## src/rtl/crc_corr_pkg.sv

```systemverilog
// Shared types and defaults for the CRC burst-error corrector.
package crc_corr_pkg;

    localparam logic [15:0] DEFAULT_POLY = 16'h1021;

    typedef enum logic [1:0] {
        ST_CLEAN  = 2'b00,
        ST_SINGLE = 2'b01,
        ST_BURST  = 2'b10,
        ST_UNCORR = 2'b11
    } corr_status_e;

    typedef enum logic [1:0] {
        S_IDLE   = 2'b00,
        S_SEARCH = 2'b01,
        S_DONE   = 2'b10
    } fsm_state_e;

endpackage

```

## src/rtl/crc_lfsr_step.sv

```systemverilog
// One Galois LFSR step: s_out = x * s_in mod G(x), G given without its x^CRC_W term.
module crc_lfsr_step #(
    parameter int               CRC_W = 16,
    parameter logic [CRC_W-1:0] POLY  = CRC_W'(16'h1021)
) (
    input  logic [CRC_W-1:0] s_in,
    output logic [CRC_W-1:0] s_out
);

    assign s_out = {s_in[CRC_W-2:0], 1'b0} ^ (s_in[CRC_W-1] ? POLY : '0);

endmodule

```

## src/rtl/crc_burst_corrector.sv

```systemverilog
// Serial CRC error locator: steps x^pos mod G across the codeword and flips the
// single bit or adjacent bit pair whose syndrome matches the one supplied.
module crc_burst_corrector
    import crc_corr_pkg::*;
#(
    parameter int               DATA_W   = 16,
    parameter int               CRC_W    = 16,
    parameter logic [CRC_W-1:0] POLY     = CRC_W'(DEFAULT_POLY),
    parameter int               BURST_HW = 1,
    parameter int               CNT_W    = 16,
    localparam int              CW_W     = DATA_W + CRC_W,
    localparam int              POS_W    = $clog2(CW_W)
) (
    input  logic              clk,
    input  logic              rst,
    input  logic              in_valid,
    output logic              in_ready,
    input  logic [CW_W-1:0]   in_cw,
    input  logic [CRC_W-1:0]  in_syn,
    input  logic              burst_en,
    output logic              out_valid,
    input  logic              out_ready,
    output logic [DATA_W-1:0] out_data,
    output logic [1:0]        out_status,
    output logic [POS_W-1:0]  out_pos,
    output logic              busy,
    input  logic              stat_clr,
    output logic [CNT_W-1:0]  cnt_corr,
    output logic [CNT_W-1:0]  cnt_uncorr
);

    // Both ports are valid/ready: a transfer occurs on a rising edge where valid and
    // ready are both high; the sender holds valid and payload stable until that edge.

    localparam logic [POS_W-1:0] POS_LAST = POS_W'(CW_W - 1);

    fsm_state_e         state_q, state_d;
    logic [CW_W-1:0]    cw_q, cw_d;
    logic [CRC_W-1:0]   syn_q, syn_d;
    logic [CRC_W-1:0]   s_cur_q, s_cur_d;
    logic [CRC_W-1:0]   s_nxt;
    logic               burst_q, burst_d;
    logic [POS_W-1:0]   pos_q, pos_d;
    corr_status_e       status_q, status_d;
    logic [CNT_W-1:0]   cnt_corr_q, cnt_corr_d;
    logic [CNT_W-1:0]   cnt_uncorr_q, cnt_uncorr_d;

    logic single_hit;
    logic burst_hit;
    logic last_pos;
    logic corr_inc;
    logic uncorr_inc;

    crc_lfsr_step #(
        .CRC_W (CRC_W),
        .POLY  (POLY)
    ) u_step (
        .s_in  (s_cur_q),
        .s_out (s_nxt)
    );

    // A pair at pos has syndrome x^pos + x^(pos+1), i.e. s_cur ^ s_nxt.
    assign single_hit = (syn_q == s_cur_q);
    assign burst_hit  = burst_q && (pos_q != POS_LAST) && (syn_q == (s_cur_q ^ s_nxt));
    assign last_pos   = (pos_q == POS_LAST);
    assign corr_inc   = (state_q == S_SEARCH) && (single_hit || burst_hit);
    assign uncorr_inc = (state_q == S_SEARCH) && !single_hit && !burst_hit && last_pos;

    always_ff @(posedge clk or posedge rst) begin
        if (rst) begin
            state_q <= S_IDLE;
        end else begin
            state_q <= state_d;
        end
    end

    always_comb begin
        state_d = state_q;
        case (state_q)
            S_IDLE: begin
                if (in_valid) begin
                    state_d = (in_syn == '0) ? S_DONE : S_SEARCH;
                end
            end
            S_SEARCH: begin
                if (single_hit || burst_hit || last_pos) begin
                    state_d = S_DONE;
                end
            end
            S_DONE: begin
                if (out_ready) begin
                    state_d = S_IDLE;
                end
            end
            default: state_d = S_IDLE;
        endcase
    end

    always_comb begin
        in_ready  = (state_q == S_IDLE);
        out_valid = (state_q == S_DONE);
        busy      = (state_q == S_SEARCH) || (state_q == S_DONE);
    end

    always_comb begin
        cw_d     = cw_q;
        syn_d    = syn_q;
        s_cur_d  = s_cur_q;
        burst_d  = burst_q;
        pos_d    = pos_q;
        status_d = status_q;
        if (state_q == S_IDLE && in_valid) begin
            cw_d     = in_cw;
            syn_d    = in_syn;
            s_cur_d  = CRC_W'(1);
            burst_d  = (BURST_HW != 0) ? burst_en : 1'b0;
            pos_d    = '0;
            status_d = ST_CLEAN;
        end else if (state_q == S_SEARCH) begin
            if (single_hit) begin
                cw_d     = cw_q ^ (CW_W'(1) << pos_q);
                status_d = ST_SINGLE;
            end else if (burst_hit) begin
                cw_d     = cw_q ^ (CW_W'(3) << pos_q);
                status_d = ST_BURST;
            end else if (last_pos) begin
                pos_d    = '0;
                status_d = ST_UNCORR;
            end else begin
                pos_d    = pos_q + POS_W'(1);
                s_cur_d  = s_nxt;
            end
        end
    end

    // Clear wins over a coincident increment; counts stick at all-ones.
    always_comb begin
        cnt_corr_d   = cnt_corr_q;
        cnt_uncorr_d = cnt_uncorr_q;
        if (stat_clr) begin
            cnt_corr_d   = '0;
            cnt_uncorr_d = '0;
        end else begin
            if (corr_inc && (cnt_corr_q != '1)) begin
                cnt_corr_d = cnt_corr_q + CNT_W'(1);
            end
            if (uncorr_inc && (cnt_uncorr_q != '1)) begin
                cnt_uncorr_d = cnt_uncorr_q + CNT_W'(1);
            end
        end
    end

    always_ff @(posedge clk or posedge rst) begin
        if (rst) begin
            cw_q         <= '0;
            syn_q        <= '0;
            s_cur_q      <= '0;
            burst_q      <= 1'b0;
            pos_q        <= '0;
            status_q     <= ST_CLEAN;
            cnt_corr_q   <= '0;
            cnt_uncorr_q <= '0;
        end else begin
            cw_q         <= cw_d;
            syn_q        <= syn_d;
            s_cur_q      <= s_cur_d;
            burst_q      <= burst_d;
            pos_q        <= pos_d;
            status_q     <= status_d;
            cnt_corr_q   <= cnt_corr_d;
            cnt_uncorr_q <= cnt_uncorr_d;
        end
    end

    assign out_data   = cw_q[CW_W-1:CRC_W];
    assign out_status = status_q;
    assign out_pos    = pos_q;
    assign cnt_corr   = cnt_corr_q;
    assign cnt_uncorr = cnt_uncorr_q;

endmodule

```

## config.mk

```make
export PLATFORM = sky130hd
export DESIGN_NAME = crc_burst_corrector
export DESIGN_NICKNAME = d
export VERILOG_FILES = /design/src/rtl/crc_corr_pkg.sv /design/src/rtl/crc_lfsr_step.sv /design/src/rtl/crc_burst_corrector.sv
export SDC_FILE = /design/constraint.sdc
export NUM_CORES = 1
export LEC_CHECK = 0
export CAP_MARGIN = 20
export CORE_MARGIN = 2
export CORE_UTILIZATION = 47
export DETAILED_ROUTE_END_ITERATION = 7
export GPL_TIMING_DRIVEN = 0
export HOLD_SLACK_MARGIN = 0.15
export PLACE_DENSITY_LB_ADDON = 0.08
export SLEW_MARGIN = 20
export SYNTH_ARGS = -nofsm -noshare
export SYNTH_HDL_FRONTEND = slang
export SYNTH_HIERARCHICAL = 1
export SYNTH_SLANG_ARGS = --single-unit
```

## constraint.sdc

```tcl
create_clock -name clk -period 2.85 [get_ports clk]
set_input_delay 0.285 -clock clk [delete_from_list [all_inputs] [get_ports clk]]
set_output_delay 0.285 -clock clk [all_outputs]
set_load 0.05 [all_outputs]
```

======== Word level (Yosys, flattened, before mapping) ========
Cells that the tools add are included.
word-level totals
  register bits ........................... 106
  input bits .............................. 54
  output and inout bits ................... 58
  word-level logic and storage cells ...... 87
cells by class
  $add $sub $neg .......................... 3
  equality and inequality tests ........... 14
  shift-type cells ........................ 2
  mux-type cells .......................... 29
  bitwise operators ....................... 4
  reductions and logical operators ........ 26
operators by type and width
  operator                                                            number
  16-bit 2-to-1 mux                                                   9
  32-bit 2-to-1 mux                                                   4
  32-bit XOR                                                          2
  16-bit by 1-bit adder with 16-bit output, second input constant     2
  16-bit equality test                                                2
  16-bit != test, second input constant                               2
  1-bit by 5-bit << shifter with 32-bit output, first input constant  1
  2-bit by 5-bit << shifter with 32-bit output, first input constant  1
  16-bit XOR                                                          2
  5-bit 2-to-1 mux                                                    5
  2-bit 2-to-1 mux                                                    9
  16-bit zero test                                                    1
  13-bit 2-to-1 mux                                                   1
  2-bit by 1-bit != test with 1-bit output, second input constant     5
  1-bit logical AND                                                   9
  2-bit one-hot mux with 3 select lines                               1
  3-bit AND reduction                                                 2
  2-bit nonzero test                                                  3
  5-bit by 1-bit adder with 5-bit output, second input constant       1
  5-bit equality test, second input constant                          1
  5-bit != test, second input constant                                1
  2-bit AND reduction                                                 2
  4-bit AND reduction                                                 1
  4-bit nonzero test                                                  1
  7 further kinds                                                     10

======== Depth between registers and ports, before layout ========
  depth after elaboration ................. 11
  gate-level depth with buffers ........... 12
  depth with buffers taken out ............ 9

======== By module ========
Netlist, hierarchy kept.
modules (own cells, without submodules)
  module               times used  cells each  area an instance (um2)  sequential area each (um2)
  crc_burst_corrector  1           574         5350.1                  2252.2
  crc_lfsr_step        1           16          122.6                   0.0

======== Worst setup path before layout ========
Ideal clock, no wire load.
  path type ............................... register to register
  start ................................... reg pos_q[0] (netlist: out_pos[0])
  end ..................................... reg cnt_corr_q[15] (netlist: cnt_corr[15])
  library setup time ...................... 0.128 ns
  arrival ................................. 3.055 ns
  data required time ...................... 2.722 ns
  slack ................................... -0.332 ns
  cell stages (with the launch flop) ...... 12
  buffers on the path ..................... 2
  period minus slack after synthesis ...... 3.182 ns
  cells stage by stage .................... dfrtp_1 ha_1 and3_1 ha_1 clkbuf_1 nor2b_1 nand2_1 nor4_1 a21oi_2 buf_2 nor4_1 mux2_1
on the way
  word-level cells in the longest chain between the ends .. 7
ends and longest elaborated chain
  element                          RTL line                    RTL
  start: declaration               crc_burst_corrector.sv:43   logic [POS_W-1:0] pos_q, pos_d;
  start signal: assignment         crc_burst_corrector.sv:168  pos_q <= pos_d;
  5-bit != test                    crc_burst_corrector.sv:64   assign burst_hit = burst_q && (pos_q != POS_LAST) && (syn_q == (s_cur_q ^ s_nxt));
  1-bit logical AND (2 in series)  crc_burst_corrector.sv:64
  1-bit logical OR                 crc_burst_corrector.sv:66   assign corr_inc = (state_q == S_SEARCH) && (single_hit || burst_hit);
  1-bit logical AND                crc_burst_corrector.sv:66
  1-bit logical AND                crc_burst_corrector.sv:144  if (corr_inc && (cnt_corr_q != '1)) begin
  2-bit nonzero test (no line)     --
  end signal: assignment           crc_burst_corrector.sv:170  cnt_corr_q <= cnt_corr_d;
  end: declaration                 crc_burst_corrector.sv:45   logic [CNT_W-1:0] cnt_corr_q, cnt_corr_d;
No other way between the ends.
A chain may end at the register's enable or synchronous reset.

======== Final worst setup path ========
  start ................................... reg s_cur_q[2]
  end ..................................... reg cw_q[26]
on the way
  word-level cells in the longest chain between the ends .. 6
  elaborated cells between the ends (all ways) .. 10
  those cells by class .................... 2 x eq/ne; 3 x mux; 2 x bitwise; 3 x reduce/logical
ends and longest elaborated chain
  element                        RTL line                    RTL
  start: declaration             crc_burst_corrector.sv:40   logic [CRC_W-1:0] s_cur_q, s_cur_d;
  start signal: assignment       crc_burst_corrector.sv:166  s_cur_q <= s_cur_d;
  16-bit XOR                     crc_lfsr_step.sv:10         assign s_out = {s_in[CRC_W-2:0], 1'b0} ^ (s_in[CRC_W-1] ? POLY : '0);
  16-bit XOR                     crc_burst_corrector.sv:64
  16-bit equality test           crc_burst_corrector.sv:64
  1-bit logical AND              crc_burst_corrector.sv:64
  3-bit nonzero test (no line)   --
  2-bit AND reduction (no line)  --
  end signal: assignment         crc_burst_corrector.sv:164  cw_q <= cw_d;
  end: declaration               crc_burst_corrector.sv:38   logic [CW_W-1:0] cw_q, cw_d;
Several ways; a longest one is shown, not always the timed one. The select of a mux whose other input is x is not followed.

==> flow_summary.toml <==
[synthesis]
synth.area.top_cells = "dfrtp_1 (41%), xnor3_1 (6.2%), nand2_1 (5.4%), nor2_1 (3.8%), a21oi_1 (3.7%)"
synth_compound_gate_area_share = 0.131
yosysWarnings = 6
synthSimpleGateAreaFrac = 0.248
synth_largest_area_cell = "dfrtp_1"
synth_fa_ha_area_frac = 0.0183
synth-edff-count = 0
synth_ff_type = "dfrtp_1"
yosysSeqAreaShare = 0.412
synth_seq_cells = 90
async_reset_ff_frac = 1.00
syn_avg_cell_area_um2 = 9.28
synth_top_family_by_area = "simple AND/OR/NAND/NOR gates"
synth.distinct_cells = 56
synth_area_um2 = 5470
synth_top_area_frac = 0.412
synth.net_count = 652
syn_inst = 590
synth_xor_area_frac = 0.0937
synthMuxAreaShare = 0.0494

[global_routing]
track_usage = 0.232
antenna_found_initial = 0
grt_util_met3 = 0.0381
gr-usage-met1 = 0.317
grt_overflow = 0
grt_pass1_vias = 4737
gr-max-usage-layer = "met2"
grt_start_max_net_pins = 48
grt_pass1_wl_um = 23500
met2_usage = 0.371

[route]
drc_errors = 0
vias_per_cell = 5.90
wl_per_cell_um = 17.2
via_count = 4988
wirelength_um = 14500
first_iter_violations = 339
ant_nets = 0
drt_pass1_iterations = 5

[clocking]
htreeDepth = 3
clk_latency_ns = 0.35
cts_tree = "yes"
cts_buffers = 9
clk_path_buf_depth = 2
clkSlewWorstSetupHoldPaths_ns = 0.07
cts_sinks = 90
root_buffer = "clkbuf_16"

[timing]
fin_hold_ws_ns = 0.345
hold_viol_final = 0
post-route-worst-setup-slack_ns = 0.0799
slew_viol_final = 0
worst_pin_slew_ns = 0.685
max_freq_ghz = 0.361
post-route-min-period_ns = 2.77
slew_headroom = 0.543
clock_skew_ns = 0.0118
final-setup-viol-count = 0
fin_crit_sh = 0.972

[placed_design]
portBuffers = 95
pre_cts_ws_ns = -0.501
gp_congestion = 0.936
placedInstanceArea_um2 = 6660
hpwl_um = 10700

[floorplan]
rows = 39
dieArea_um2 = 12500
die_w_um = 112
start_util = 0.481
fp.dieH_um = 112
io_pins = 112
core_area_um2 = 11400

[final_layout]
drive_gt1_frac = 0.103
fin_util = 0.624
diodes = 0
syn_to_final_growth_pct = 29.6
fin_nets = 759
final_area_um2 = 7090

[pwr]
leakage_nw = 2.92
ir_drop_mv = 0.500
power.density_nw_per_um2 = 807
power_mw = 5.72

[critical_path]
cp_max_fo = 10
critPathRequiredTime_ns = 3.08
start_kind = "register"
arrival_ns = 3.00
criticalPathCategory = "register to register"
worstSetupEndpointType = "register"

[hold_path]
hold_path.class = "primary input to asynchronous set/reset pin"

[job]
maxCapViolCount = 0

[run_status]
outcome = "finished, final reports clean"
[critical path, cell delays in order, from the launching register on]
cell	delay, ns
dfrtp_1	0.43
xor2_1	0.20
or4_4	0.59
or4_1	0.58
clkbuf_4	0.25
a21oi_4	0.26
nor3_1	0.09
o31a_1	0.25
[synth_stat cells (9+ instances only)]
library cell / number
dfrtp_1: 90
nor3_1: 9
nor4_1: 10
nand4_1: 20
buf_4: 14
o31ai_1: 14
xnor3_1: 15
nor2b_1: 14
o21ai_0: 12
clkbuf_1: 22
nor2_1: 55
mux2i_1: 18
nand3_1: 25
or3_1: 15
xnor2_1: 13
a21oi_1: 41
nand2_1: 79
or4_1: 15
[per-layer routing]
layer  part of all wire  vias to the layer above
met3              0.052                       29
li1                   -                     2354
met1               0.45                     2436
met5                  0                        -
met4              0.021                        0
met2               0.48                      169
[cells by family (layout without fill, tap and decap cells)]
group,Yosys count,after routing
XOR/XNOR,35,35
multiplexers,26,26
AO/OA/AOI/OAI,109,109
flip-flops,90,90
buffers and inverters,55,167
AND/OR/NAND/NOR,267,267
adder cells (fa/ha/maj),8,8
[placed cells by master (no fill, tap or decap), types with 5 or more instances in the layout]
master / Yosys / routed
clkdlybuf4s50_1: 0 / 95
dfrtp_1: 90 / 86
nand2_1: 79 / 79
nor2_1: 55 / 55
a21oi_1: 41 / 41
nand3_1: 25 / 25
nand4_1: 20 / 20
clkbuf_1: 22 / 19
buf_4: 14 / 19
mux2i_1: 18 / 18
xnor3_1: 15 / 15
or4_1: 15 / 15
or3_1: 15 / 15
xnor2_1: 13 / 13
nor2b_1: 14 / 13
o21ai_0: 12 / 12
o31ai_1: 14 / 11
nor3_1: 9 / 9
clkbuf_16: 0 / 9
mux2_1: 8 / 8
inv_1: 8 / 7
xor2_1: 7 / 7
and3_1: 7 / 7
nor4_1: 10 / 7
ha_1: 8 / 6
o21ai_1: 5 / 5
[worst paths after layout]
check	startpoint	to	slack, ns	cells after the start
setup / recovery	s_cur_q[2]	cw_q[26]	0.08	7
min in group clk	burst_en	burst_q	0.47	3
setup reg to reg	s_cur_q[2]	cw_q[26]	0.08	7
hold reg to reg	syn_q[14]	syn_q[14]	0.51	2
max in group asynchronous	rst	out_pos[0]	1.90	3
hold / removal	rst	cnt_uncorr[12]	0.34	2
[where the power goes]
group	internal, mW	switching (mW)
clock network	0.638	0.509
logic	1.12	1.63
registers	1.54	0.282
[what timing repair did]
item                       CTS  global route
buffers inserted             0             3
pin swaps                    2             3
setup endpoints to repair   56            45
hold buffers                 0             0
gates resized for setup     11            20
[through the flow]
stage,setup TNS (ns),instances
floorplan,-0.0700,590
finish,0,845
global route,-0.323,845
detailed placement,-17.11,829
CTS,0,843
global placement,-133.88,828
[cell type report]
cell class | instances | area (µm²)
multi-input combinational | 445 | 3100
timing repair buffer | 99 | 1000
sequential | 90 | 2260
tap | 143 | 179
buffer | 43 | 236
clock buffer | 12 | 256
inverter | 9 | 38.8
clock inverter | 4 | 26.3
fill | 996 | 4280
[registers in the layout, summed over array words and instances (netlist names)]
name	count
state_q	2
cnt_corr	16
cw_q	16
out_status	2
s_cur_q	16
out_pos	5
syn_q	16
burst_q	1
cnt_uncorr	16
No activity file was read; power rests on OpenSTA's default activity.
